**src/rtl/ex_muldiv_unit_pkg.sv**
```systemverilog
// Shared pipeline constants for the EX-stage HI/LO multiply/divide unit:
// op and state encodings, operand context record and a magnitude helper.
package ex_muldiv_unit_pkg;

   localparam int unsigned XLEN  = 32;
   localparam int unsigned ACC_W = 2 * XLEN;

   typedef enum logic [2:0] {
      OP_MULT  = 3'd0,
      OP_MULTU = 3'd1,
      OP_DIV   = 3'd2,
      OP_DIVU  = 3'd3,
      OP_MFHI  = 3'd4,
      OP_MFLO  = 3'd5,
      OP_MTHI  = 3'd6,
      OP_MTLO  = 3'd7
   } md_op_e;

   typedef enum logic [1:0] {
      ST_IDLE = 2'd0,
      ST_CALC = 2'd1,
      ST_FIX  = 2'd2
   } md_state_e;

   // Raw operands and op kind captured at accept, needed again for sign fix-up
   typedef struct packed {
      logic            is_div;
      logic            is_signed;
      logic [XLEN-1:0] a;
      logic [XLEN-1:0] b;
   } md_ctx_t;

   function automatic logic [XLEN-1:0] mag(input logic [XLEN-1:0] x, input logic is_signed);
      return (is_signed && x[XLEN-1]) ? -x : x;
   endfunction

endpackage

```
**src/rtl/ex_muldiv_unit_if.sv**
```systemverilog
// EX-stage request/response bundle between the pipeline and the HI/LO unit.
interface ex_muldiv_unit_if;
   import ex_muldiv_unit_pkg::*;

   logic            i_valid;
   md_op_e          i_op;
   logic [XLEN-1:0] i_data_1;
   logic [XLEN-1:0] i_data_2;
   logic            o_stall;
   logic            o_busy;
   logic [XLEN-1:0] o_result;

   modport master (
      output i_valid, i_op, i_data_1, i_data_2,
      input  o_stall, o_busy, o_result
   );

   modport slave (
      input  i_valid, i_op, i_data_1, i_data_2,
      output o_stall, o_busy, o_result
   );
endinterface

```
**src/rtl/ex_muldiv_unit_iter.sv**
```systemverilog
// muldiv_iter_core: iteration counter, 64-bit accumulator and the one-step
// shift-add multiply / restoring shift-subtract divide datapath on magnitudes.
module muldiv_iter_core
   import ex_muldiv_unit_pkg::*;
#(
   parameter int unsigned CALC_CYCLES = 32
) (
   input  logic             clk,
   input  logic             reset,
   input  logic             start,
   input  logic             step,
   input  logic             is_div,
   input  logic [XLEN-1:0]  mag_a,
   input  logic [XLEN-1:0]  mag_b,
   output logic             done,
   output logic [ACC_W-1:0] acc
);

   localparam int unsigned CNT_W = (CALC_CYCLES > 1) ? $clog2(CALC_CYCLES) : 1;

   logic [CNT_W-1:0] cnt_q;
   logic [ACC_W-1:0] acc_q;
   logic [ACC_W-1:0] acc_d;
   logic [XLEN-1:0]  opb_q;
   logic             div_q;
   logic [XLEN:0]    add_sum;
   logic [XLEN:0]    sub_rem;
   logic [XLEN:0]    sub_trial;

   // Divide: upper half is the partial remainder, quotient bits shift in at the bottom.
   // Multiply: multiplier bits shift out at the bottom, product grows from the top.
   always_comb begin
      add_sum   = '0;
      sub_rem   = '0;
      sub_trial = '0;
      acc_d     = acc_q;
      if (div_q) begin
         sub_rem   = acc_q[ACC_W-1:XLEN-1];
         sub_trial = sub_rem - {1'b0, opb_q};
         if (!sub_trial[XLEN])
            acc_d = {sub_trial[XLEN-1:0], acc_q[XLEN-2:0], 1'b1};
         else
            acc_d = {sub_rem[XLEN-1:0], acc_q[XLEN-2:0], 1'b0};
      end else begin
         add_sum = {1'b0, acc_q[ACC_W-1:XLEN]} + {1'b0, (acc_q[0] ? opb_q : XLEN'(0))};
         acc_d   = {add_sum, acc_q[XLEN-1:1]};
      end
   end

   always_ff @(posedge clk or posedge reset) begin
      if (reset) begin
         cnt_q <= '0;
         acc_q <= '0;
         opb_q <= '0;
         div_q <= 1'b0;
      end else if (start) begin
         cnt_q <= CNT_W'(CALC_CYCLES - 1);
         acc_q <= {XLEN'(0), mag_a};
         opb_q <= mag_b;
         div_q <= is_div;
      end else if (step) begin
         acc_q <= acc_d;
         if (cnt_q != '0)
            cnt_q <= cnt_q - CNT_W'(1);
      end
   end

   assign done = (cnt_q == '0);
   assign acc  = acc_q;

endmodule

```
**src/rtl/ex_muldiv_unit.sv**
```systemverilog
// EX-stage HI/LO unit: accept FSM, HI/LO registers, pipeline stall and
// sign fix-up around the iterative multiply/divide core.
module ex_muldiv_unit
   import ex_muldiv_unit_pkg::*;
#(
   parameter int unsigned CALC_CYCLES = 32
) (
   input logic              clk,
   input logic              reset,
   ex_muldiv_unit_if.slave  bus
);

   md_state_e        state_q;
   logic             busy_q;
   logic [XLEN-1:0]  hi_q;
   logic [XLEN-1:0]  lo_q;
   md_ctx_t          ctx_q;

   logic             is_md_op;
   logic             op_signed;
   logic             op_div;
   logic             accept;
   logic             core_done;
   logic [ACC_W-1:0] core_acc;
   logic [XLEN-1:0]  fix_hi;
   logic [XLEN-1:0]  fix_lo;

   assign is_md_op  = bus.i_op inside {OP_MULT, OP_MULTU, OP_DIV, OP_DIVU};
   assign op_signed = (bus.i_op == OP_MULT) || (bus.i_op == OP_DIV);
   assign op_div    = (bus.i_op == OP_DIV)  || (bus.i_op == OP_DIVU);
   assign accept    = bus.i_valid && is_md_op && (state_q == ST_IDLE);

   muldiv_iter_core #(.CALC_CYCLES(CALC_CYCLES)) u_core (
      .clk    (clk),
      .reset  (reset),
      .start  (accept),
      .step   (state_q == ST_CALC),
      .is_div (op_div),
      .mag_a  (mag(bus.i_data_1, op_signed)),
      .mag_b  (mag(bus.i_data_2, op_signed)),
      .done   (core_done),
      .acc    (core_acc)
   );

   // Divide by zero bypasses the magnitude result so the dividend survives unsigned
   always_comb begin
      fix_hi = core_acc[ACC_W-1:XLEN];
      fix_lo = core_acc[XLEN-1:0];
      if (ctx_q.is_div) begin
         if (ctx_q.b == '0) begin
            fix_lo = '1;
            fix_hi = ctx_q.a;
         end else if (ctx_q.is_signed) begin
            if (ctx_q.a[XLEN-1] ^ ctx_q.b[XLEN-1])
               fix_lo = -core_acc[XLEN-1:0];
            if (ctx_q.a[XLEN-1])
               fix_hi = -core_acc[ACC_W-1:XLEN];
         end
      end else if (ctx_q.is_signed && (ctx_q.a[XLEN-1] ^ ctx_q.b[XLEN-1])) begin
         {fix_hi, fix_lo} = -core_acc;
      end
   end

   always_ff @(posedge clk or posedge reset) begin
      if (reset) begin
         state_q <= ST_IDLE;
         busy_q  <= 1'b0;
         hi_q    <= '0;
         lo_q    <= '0;
         ctx_q   <= '0;
      end else begin
         case (state_q)
            ST_IDLE: begin
               if (accept) begin
                  ctx_q   <= '{is_div: op_div, is_signed: op_signed,
                               a: bus.i_data_1, b: bus.i_data_2};
                  state_q <= ST_CALC;
                  busy_q  <= 1'b1;
               end else if (bus.i_valid && (bus.i_op == OP_MTHI)) begin
                  hi_q <= bus.i_data_1;
               end else if (bus.i_valid && (bus.i_op == OP_MTLO)) begin
                  lo_q <= bus.i_data_1;
               end
            end
            ST_CALC: begin
               if (core_done)
                  state_q <= ST_FIX;
            end
            ST_FIX: begin
               hi_q    <= fix_hi;
               lo_q    <= fix_lo;
               state_q <= ST_IDLE;
               busy_q  <= 1'b0;
            end
            default: begin
               state_q <= ST_IDLE;
               busy_q  <= 1'b0;
            end
         endcase
      end
   end

   assign bus.o_busy   = busy_q;
   assign bus.o_stall  = bus.i_valid && (state_q != ST_IDLE);
   assign bus.o_result = (bus.i_op == OP_MFHI) ? hi_q :
                         (bus.i_op == OP_MFLO) ? lo_q : '0;

endmodule

```
**src/flat_wrapper.sv**
```systemverilog
// flat-port wrapper written by rule: the top's interface ports become plain ports
module ex_muldiv_unit_flat import ex_muldiv_unit_pkg::*;
#(
   parameter int unsigned CALC_CYCLES = 32
)
  (clk, reset, bus_i_valid, bus_i_op, bus_i_data_1, bus_i_data_2, bus_o_stall, bus_o_busy, bus_o_result);
  ex_muldiv_unit_if bus_i ();
  input logic clk;
  input logic reset;
  input wire logic [$bits(bus_i.i_valid)-1:0] bus_i_valid;
  input wire logic [$bits(bus_i.i_op)-1:0] bus_i_op;
  input wire logic [$bits(bus_i.i_data_1)-1:0] bus_i_data_1;
  input wire logic [$bits(bus_i.i_data_2)-1:0] bus_i_data_2;
  output wire logic [$bits(bus_i.o_stall)-1:0] bus_o_stall;
  output wire logic [$bits(bus_i.o_busy)-1:0] bus_o_busy;
  output wire logic [$bits(bus_i.o_result)-1:0] bus_o_result;
  assign bus_i.i_valid = bus_i_valid;
  assign bus_i.i_op = bus_i_op;
  assign bus_i.i_data_1 = bus_i_data_1;
  assign bus_i.i_data_2 = bus_i_data_2;
  assign bus_o_stall = bus_i.o_stall;
  assign bus_o_busy = bus_i.o_busy;
  assign bus_o_result = bus_i.o_result;
  ex_muldiv_unit #(.CALC_CYCLES(CALC_CYCLES)) u_core (.clk(clk), .reset(reset), .bus(bus_i));
endmodule
```
**config.mk**
```make
export PLATFORM = sky130hd
export DESIGN_NAME = ex_muldiv_unit_flat
export DESIGN_NICKNAME = d
export VERILOG_FILES = /design/src/rtl/ex_muldiv_unit_pkg.sv /design/src/rtl/ex_muldiv_unit_if.sv /design/src/rtl/ex_muldiv_unit_iter.sv /design/src/rtl/ex_muldiv_unit.sv /design/src/flat_wrapper.sv
export SDC_FILE = /design/constraint.sdc
export NUM_CORES = 1
export LEC_CHECK = 0
export BUFFER_PORTS_ARGS = -buffer_cell sky130_fd_sc_hd__clkbuf_2
export CAP_MARGIN = 20
export CORE_MARGIN = 5
export CORE_UTILIZATION = 50
export DETAILED_ROUTE_END_ITERATION = 6
export PLACE_DENSITY = 0.67
export SYNTH_ARGS = -nofsm -noshare
export SYNTH_HDL_FRONTEND = slang
export SYNTH_HIERARCHICAL = 1
export SYNTH_SLANG_ARGS = --single-unit
```
**constraint.sdc**
```tcl
create_clock -name clk -period 5.2 [get_ports clk]
set_input_delay 0.26 -clock clk [delete_from_list [all_inputs] [get_ports clk]]
set_output_delay 0.26 -clock clk [all_outputs]
set_load 0.03 [all_outputs]
```
==> implementation parameters, run 1 <==
Parameter                              Value

Timing
  Final count of pins violating max slew    0
  RSZ-0062 raised after global routing    no
  FMAX    231 MHz
  Post-route minimum period    around 4.3 ns
  Measured slew at the worst slew-check pin    between 1 and 1.5 ns
  Max Clock Skew    0.0169 ns
  Minimum hold slack    ~0.015 ns
  Sum of negative setup slack    0 ns
  Headroom to the max-slew limit    0.215
  Final hold violation count    0
  Final setup violation count    0
  Final Cycle Share    0.832

Floorplanning
  Total number of placement rows    70
  DIE HEIGHT    between 200 and 250 microns
  Initial core utilization    0.506
  Core outline area    between 0.03 and 0.04 sq mm
  Top-level I/O count    around 100
  Full die area    0.0410 sq mm
  Die X    203 microns

Finish
  Final Net Count    between 2000 and 2500
  Fraction of final layout cells sized beyond drive strength 1    0.124
  Count of inserted antenna diode cells    0
  Total non-filler cell area in the finished layout    between 0.02 and 0.025 sq mm
  Synthesis-to-layout area growth    10.4%

GRT
  Number of global-route vias before repair    17000
  Global routing usage on met3    0.0334
  Busiest layer in global routing    met2
  Maximum number of pins on one net before global-route repair    approximately 130
  Global-route wire length before repair    98.8 mm
  All-layer global routing usage    0.299
  Leftover overflow at the end of global routing    0
  Initial antenna violation count    0
  Met2 Usage GRT    0.496
  Met1 track demand over resource in global routing    0.410

Setup path
  Worst path cell trace    inv_1 -> ha_1 -> fa_1 -> nand2b_1 -> a21oi_1 -> o2111ai_1 -> a21oi_1 -> o211ai_1 -> mux2i_1 -> a311oi_4 -> buf_4 -> nand3_1 -> o311ai_1 -> o21ai_1
  Element type at the critical path start    flip-flop
  Required time of the critical path    around 5.6 ns
  Data arrival time at the worst-slack endpoint    roughly 4.8 ns
  Classification of the worst setup path    reg -> reg
  Launch point of the worst path    u_core/u_core/acc[31]
  Highest fanout seen on the critical path    15
  Minimum setup slack among reg-to-reg paths    slightly below 0.9 ns
  R2R depth    14
  Beginning of the worst register-to-register path    u_core/u_core/acc[31]
  Critical-path top delay cell    a311oi_4
  Crit-path most repeated cell    a21oi_1
  Delay of the slowest cell on the worst path    0.85 ns
  Type of destination of the critical path    flip-flop
  Capture instance of the worst register-to-register path    u_core/u_core/acc[38]

Synth
  Library cell with the largest summed area after synthesis    dfrtp_1
  Syn_nets    approximately 2400
  Post-Synthesis Mean Instance Area    about 8.4 sq um
  Fraction of registers with async set/reset    1.00
  Area share of the leading cell type in the synthesized netlist    0.317
  Post-synth top flop    dfrtp_1
  Top post-synthesis cells by area    dfrtp_1 32%, o21ai_0 5.0%, xnor2_1 4.9%
  Count of distinct cell types in the synthesized netlist    86
  Total of warnings raised by yosys    6
  Cell area after synthesis    0.0185 sq mm
  Register bit total from synthesis    around 240
  Fraction of the yosys area taken by sequential cells    0.317
  Mapped Cells    about 2200
  Number of flops mapped to enable cells by yosys    0

Clock tree
  Level count of the clock H-tree    1
  Postcts setup bufs    0
  CTS tree    done
  Buffer cell driving the clock tree root    clkbuf_16
  Num Clock Sinks    between 200 and 250
  Number of buffers created by CTS    30
  Later-pin clock latency in the skew report    ~0.58 ns
  Buffer depth of the longest clock path    3
  Clock-pin slew on the worst setup and hold paths    0.06 ns

Flow run
  Max_cap viols    0

Place
  HPWL reported at the end of detailed placement    46.2 mm
  GPL Wtd Cong    between 0.9 and 1
  Number of buffer cells added on primary ports    103
  Total cell area at the placement stage    ~0.019 sq mm

Power and ir drop
  Max rail drop VDD    0.411 mV
  Static leakage    8.48 nW
  Total power per unit cell area    719 mW/mm^2

Route
  Vias    around 18000
  Number of iterations in the first detailed-routing pass    7
  Total detailed-routing wirelength    about 64 mm
  Detailed Route Iter0 Violations    approximately 1700
  WL/cell    23.2 microns
  Remaining routing DRC violations    6
  Routed via count divided by cell count    roughly 6.5
  Antenna Nets Post-Route    0

Hold path
  Path class of the lowest-slack min-delay path    in -> reg
  Min-Delay Endpoint    u_core/ctx_q[4]
  Beginning of the worst hold path    bus_i_data_2[4]
  Worst hold path cell count    2

Outcome
  Violations in the final reports    DRC
  Result of the run    finished, violations left
==> cell usage after synthesis, types with 9 or more instances <==
cell / instances
nand3_1: 28
mux2i_1: 59
a31oi_1: 41
a41oi_1: 10
dfrtp_1: 235
xnor2_1: 104
a22o_1: 33
o41ai_1: 15
a22oi_1: 9
nor2b_1: 12
ha_1: 70
and2_1: 42
o21ai_0: 185
o21ai_1: 30
nand4_1: 20
nor3b_1: 11
nor4_1: 26
inv_1: 64
nand2b_1: 28
xor2_1: 77
buf_2: 15
and4_1: 13
nor2_1: 181
a211oi_1: 19
o211ai_1: 10
mux2_2: 67
o21bai_1: 11
buf_1: 10
nand2_1: 213
or4_1: 10
or3_1: 24
a21o_1: 38
nor3_1: 51
o31ai_1: 21
clkbuf_1: 108
o22ai_1: 25
a221oi_1: 22
a21oi_1: 154
==> report_power, final <==
| group | switching (mW) | internal [mW] |
|---|---|---|
| Combinational | 5.16 | 3.61 |
| Sequential | 1.17 | 2.72 |
| Clock | 0.817 | 1.25 |
==> layer usage <==
metal | wire, microns | up-vias
met3 | 4280 | 126
met1 | 27200 | 8644
met5 | 0 | -
met4 | 2100 | 0
li1 | - | 8209
met2 | 30100 | 744
==> layout by cell type (no fill, tap or decap), types with 50 or more instances in the layout <==
cell,n
dfrtp_1,234
nand2_1,213
o21ai_0,185
nor2_1,179
a21oi_1,153
xnor2_1,104
clkbuf_2,103
xor2_1,77
ha_1,70
mux2_2,67
inv_1,62
mux2i_1,59
nor3_1,50
==> through the flow <==
step                      utilization  power, mW  worst slack (ns)  std cells
after floorplan                     -       10.1              1.39       2219
after global placement          0.528       12.2              1.08       2679
after detailed placement        0.528       12.4             0.931       2679
after CTS                       0.558       14.5             0.941       2742
after global routing            0.559       15.7             0.613       2743
final                           0.559       14.7             0.875       2743
==> final cells by class <==
cell class / instances / area, sq um
Clock buffer: 39 / 836
Clock inverter: 7 / 110
Fill cell: 3395 / 16100
Inverter: 65 / 251
Multi-Input combinational cell: 1777 / 11800
Sequential cell: 235 / 5880
Tap cell: 468 / 586
Timing Repair Buffer: 152 / 958
==> worst max-delay path by stage <==
stage	to	slack (ns)	cells past startpoint
after floorplan	u_core/bus.o_busy	1.39	1
after global placement	u_core/u_core/acc[38]	1.08	14
after detailed placement	u_core/u_core/acc[38]	0.93	14
after CTS	u_core/u_core/acc[56]	0.94	14
after global routing	u_core/u_core/acc[38]	0.61	14
final	u_core/u_core/acc[38]	0.87	14
==> critical path, delay by kind of cell (launching register included) <==
family	cells	cell delay (ns)
compound gates	7	2.09
flops	1	0.45
fa+ha+maj	2	0.67
buf+inv	2	0.49
mux	1	0.19
simple gates	2	0.31
==> logic make-up (layout without fill, tap and decap cells) <==
kind of cell | count (synthesis) | after routing | share of synthesized area
XOR/XNOR | 181 | 181 | 0.0855
AND/OR/NAND/NOR | 701 | 701 | 0.187
flip-flops | 235 | 235 | 0.317
AO/OA/AOI/OAI | 694 | 694 | 0.240
adder cells (fa/ha/maj) | 72 | 72 | 0.0494
multiplexers | 129 | 129 | 0.0744
buffers and inverters | 207 | 263 | 0.0458
==> registers in the layout, indices dropped and copies added (netlist names) <==
signal / flops
u_core/lo_q: 32
u_core/ctx_q: 66
u_core/bus.o_busy: 1
u_core/hi_q: 32
u_core/u_core/acc: 64
u_core/u_core/opb_q: 32
u_core/state_q: 2
u_core/u_core/div_q: 1
u_core/u_core/cnt_q: 5
==> timing repair <==
action | in CTS | in global routing
hold endpoints to repair | 157 | 0
resized for setup | 0 | 0
hold buffers | 17 | 0
Note: power is estimated with default switching activity, not from simulation.
==> run 2, diff against run 1 <==
Clock period 5.2 ns to 4.3 ns, I/O delays scaled along.
==> implementation parameters, run 2 (synthesis gave the netlist of run 1 again) <==
Parameter                              Value

Outcome
  Result of the run    finished clean

Setup path
  Beginning of the worst register-to-register path    u_core/u_core/acc[0]
  Capture instance of the worst register-to-register path    u_core/u_core/acc[60]
  Worst Path Buf+Inv    1 (-1)
  Launch point of the worst path    u_core/u_core/acc[0]
  Delay of the slowest cell on the worst path    0.44 ns (-0.41 ns)
  Highest fanout seen on the critical path    31 (+16)
  Top cell family by delay on the critical path    compound AO/OA/AOI/OAI gates
  Required time of the critical path    4.77 ns (-0.87 ns)
  Classification of the worst setup path    reg -> reg
  Capture point of the worst path    u_core/u_core/acc[60]
  Critical-path top delay cell    dfrtp_1
  Element type at the critical path start    flip-flop
  Worst path cell trace    buf_4 -> and2_1 -> ha_1 -> a21o_1 -> a21oi_1 -> o21ai_1 -> a221o_1 -> a41oi_2 -> o21ai_2 -> a311o_1 -> a31oi_1 -> xnor2_1 -> a221o_1
  Crit-path most repeated cell    a221o_1
  Minimum setup slack among reg-to-reg paths    0.51 ns (-0.37 ns)
  Data arrival time at the worst-slack endpoint    4.26 ns (-0.50 ns)
  R2R depth    13 (-1)
  Number of gates on the worst path with buffers counted    13 (-1)
  Type of destination of the critical path    flip-flop

Floorplanning
  Die X    203 microns (unchanged)
  Top-level I/O count    104 (unchanged)
  Initial core utilization    0.506 (unchanged)
  Core outline area    0.0366 sq mm (unchanged)
  DIE HEIGHT    203 microns (unchanged)
  Full die area    0.0410 sq mm (unchanged)
  Total number of placement rows    70 (unchanged)

GRT
  Maximum number of pins on one net before global-route repair    96 (-26%)
  Number of global-route vias before repair    18000 (+5.8%)
  Leftover overflow at the end of global routing    0 (unchanged)
  All-layer global routing usage    0.309 (+0.00989)
  Global-route wire length before repair    102 mm (+3.3%)
  Initial antenna violation count    0 (unchanged)

Finish
  Synthesis-to-layout area growth    14.0%
  Number of flip-flops under the largest register name    66 (unchanged)
  Most frequent cells in the layout    234 x dfrtp_1, 213 x nand2_1, 185 x o21ai_0
  Most common library cell in the layout ignoring fill and taps    dfrtp_1
  Final-layout fill cell count    3351 (-1.3%)
  Fraction of final layout cells sized beyond drive strength 1    0.136 (+0.0117)
  Final Net Count    2465 (+2.6%)
  Register with the highest flop count    u_core/ctx_q
  Count of inserted antenna diode cells    0 (unchanged)

Place
  HPWL reported at the end of detailed placement    47.8 mm (+3.4%)
  Worst-case setup slack after placement    0.597 ns (-0.334 ns)
  Number of buffer cells added on primary ports    103 (unchanged)
  GPL Wtd Cong    0.948 (-2.3%)

Clock tree
  CTS tree    done
  Num Clock Sinks    235 (unchanged)
  Clock-pin slew on the worst setup and hold paths    0.07 ns (about the same)
  Later-pin clock latency in the skew report    0.58 ns (about the same)
  Buffer cell driving the clock tree root    clkbuf_16
  Number of buffers created by CTS    29 (-3.3%)
  Buffer depth of the longest clock path    3 (unchanged)
  Gates resized, CTS repair    0 (unchanged)
  Level count of the clock H-tree    1 (unchanged)

Power and ir drop
  Switching share of power    0.484 (-0.00139)
  Clock power frac    0.148 (+0.007)
  Internal power    9.44 mW (+25%)
  Comb power frac    0.605 (+0.010)
  P_sw    8.85 mW (+24%)
  Total power per unit cell area    865 mW/mm^2 (+20%)
  Sequential group share of total power    0.246 (-0.018)
  Max rail drop VDD    0.517 mV (+26%)
  Static leakage    8.79 nW (+3.7%)

Timing
  Max Clock Skew    0.0177 ns (+0.000787 ns)
  FMAX    264 MHz (+14%)
  Sum of negative setup slack    0 ns (unchanged)
  RSZ-0062 raised after global routing    no
  Post-route minimum period    3.79 ns (-0.535 ns)
  Final count of pins violating max slew    0 (unchanged)
  Setup ws final    0.510 ns (-0.365 ns)
  Measured slew at the worst slew-check pin    1.10 ns (-0.0805 ns)
  Final setup violation count    0 (unchanged)
  Final Cycle Share    0.881 (+0.0497)
  Final hold violation count    0 (unchanged)
  Headroom to the max-slew limit    0.259 (+0.0442)

Route
  Number of iterations in the first detailed-routing pass    5 (-2)
  Routed length on met1    27.1 mm (-0.48%)
  Uppermost signal routing layer after detailed routing    met4
  Detailed Route Iter0 Violations    1825 (+9.5%)
  Antenna Nets Post-Route    0 (unchanged)
  Remaining routing DRC violations    0 (-6)
  Met3 wire len    4.48 mm (+4.7%)
  Total detailed-routing wirelength    65.8 mm (+3.3%)
  Routed via count divided by cell count    6.51 (+0.75%)
  Vias    18300 (+3.3%)
  Routed length on met2    30.9 mm (+2.6%)
  WL/cell    23.4 microns (+0.71%)

Flow run
  Max_cap viols    0 (unchanged)

Hold path
  Path class of the lowest-slack min-delay path    in -> reg
  Beginning of the worst hold path    bus_i_data_1[8]
run 2: power by group through the flow:
stage / Combinational [mW] / Clock [mW] / Sequential (mW)
2_1_floorplan: 8.15 / 0 / 4.08
3_3_place_gp: 10.6 / 0 / 4.46
3_5_place_dp: 10.8 / 0 / 4.50
4_1_cts: 10.9 / 2.76 / 4.47
5_1_grt: 12.0 / 2.84 / 4.63
6_report: 11.1 / 2.71 / 4.51
run 2: routing by layer:
layer  up-vias  global-route usage
met2       852               0.518
met1      8941               0.400
met3       185              0.0388
met5         -                   0
li1       8334                   -
met4         0               0.141
run 2: cell type report:
type	instances	area, sq um	share of cell area
Timing Repair Buffer	215	1510	0.0716
Clock inverter	15	224	0.0106
Tap cell	468	586	0.0277
Clock buffer	38	830	0.0393
Sequential cell	235	5880	0.278
Inverter	65	251	0.0119
Multi-Input combinational cell	1777	11800	0.561
run 2: timing repair:
item,4_1_cts,5_1_grt
endpoints found under the hold margin,164,0
hold buffers,53,0
buffers inserted,0,0
run 2: how the worst min path moves through the flow:
stage	end	cells after the start
after floorplan	u_core/ctx_q[65]	2
after global placement	u_core/u_core/acc[1]	2
after detailed placement	u_core/u_core/acc[1]	2
after CTS	u_core/ctx_q[48]	2
after global routing	u_core/ctx_q[40]	2
final	u_core/ctx_q[40]	2
run 2: through the flow:
step	util	hold WS, ns	instances	total power [mW]	cell area [sq um]
after floorplan	-	0.332	2219	12.2	18500
after global placement	0.534	0.313	2707	15.1	19500
after detailed placement	0.534	0.321	2707	15.3	19500
after CTS	0.577	0.000842	2813	18.1	21100
after global routing	0.577	0.0216	2813	19.5	21100
final	0.577	0.0220	2813	18.3	21100
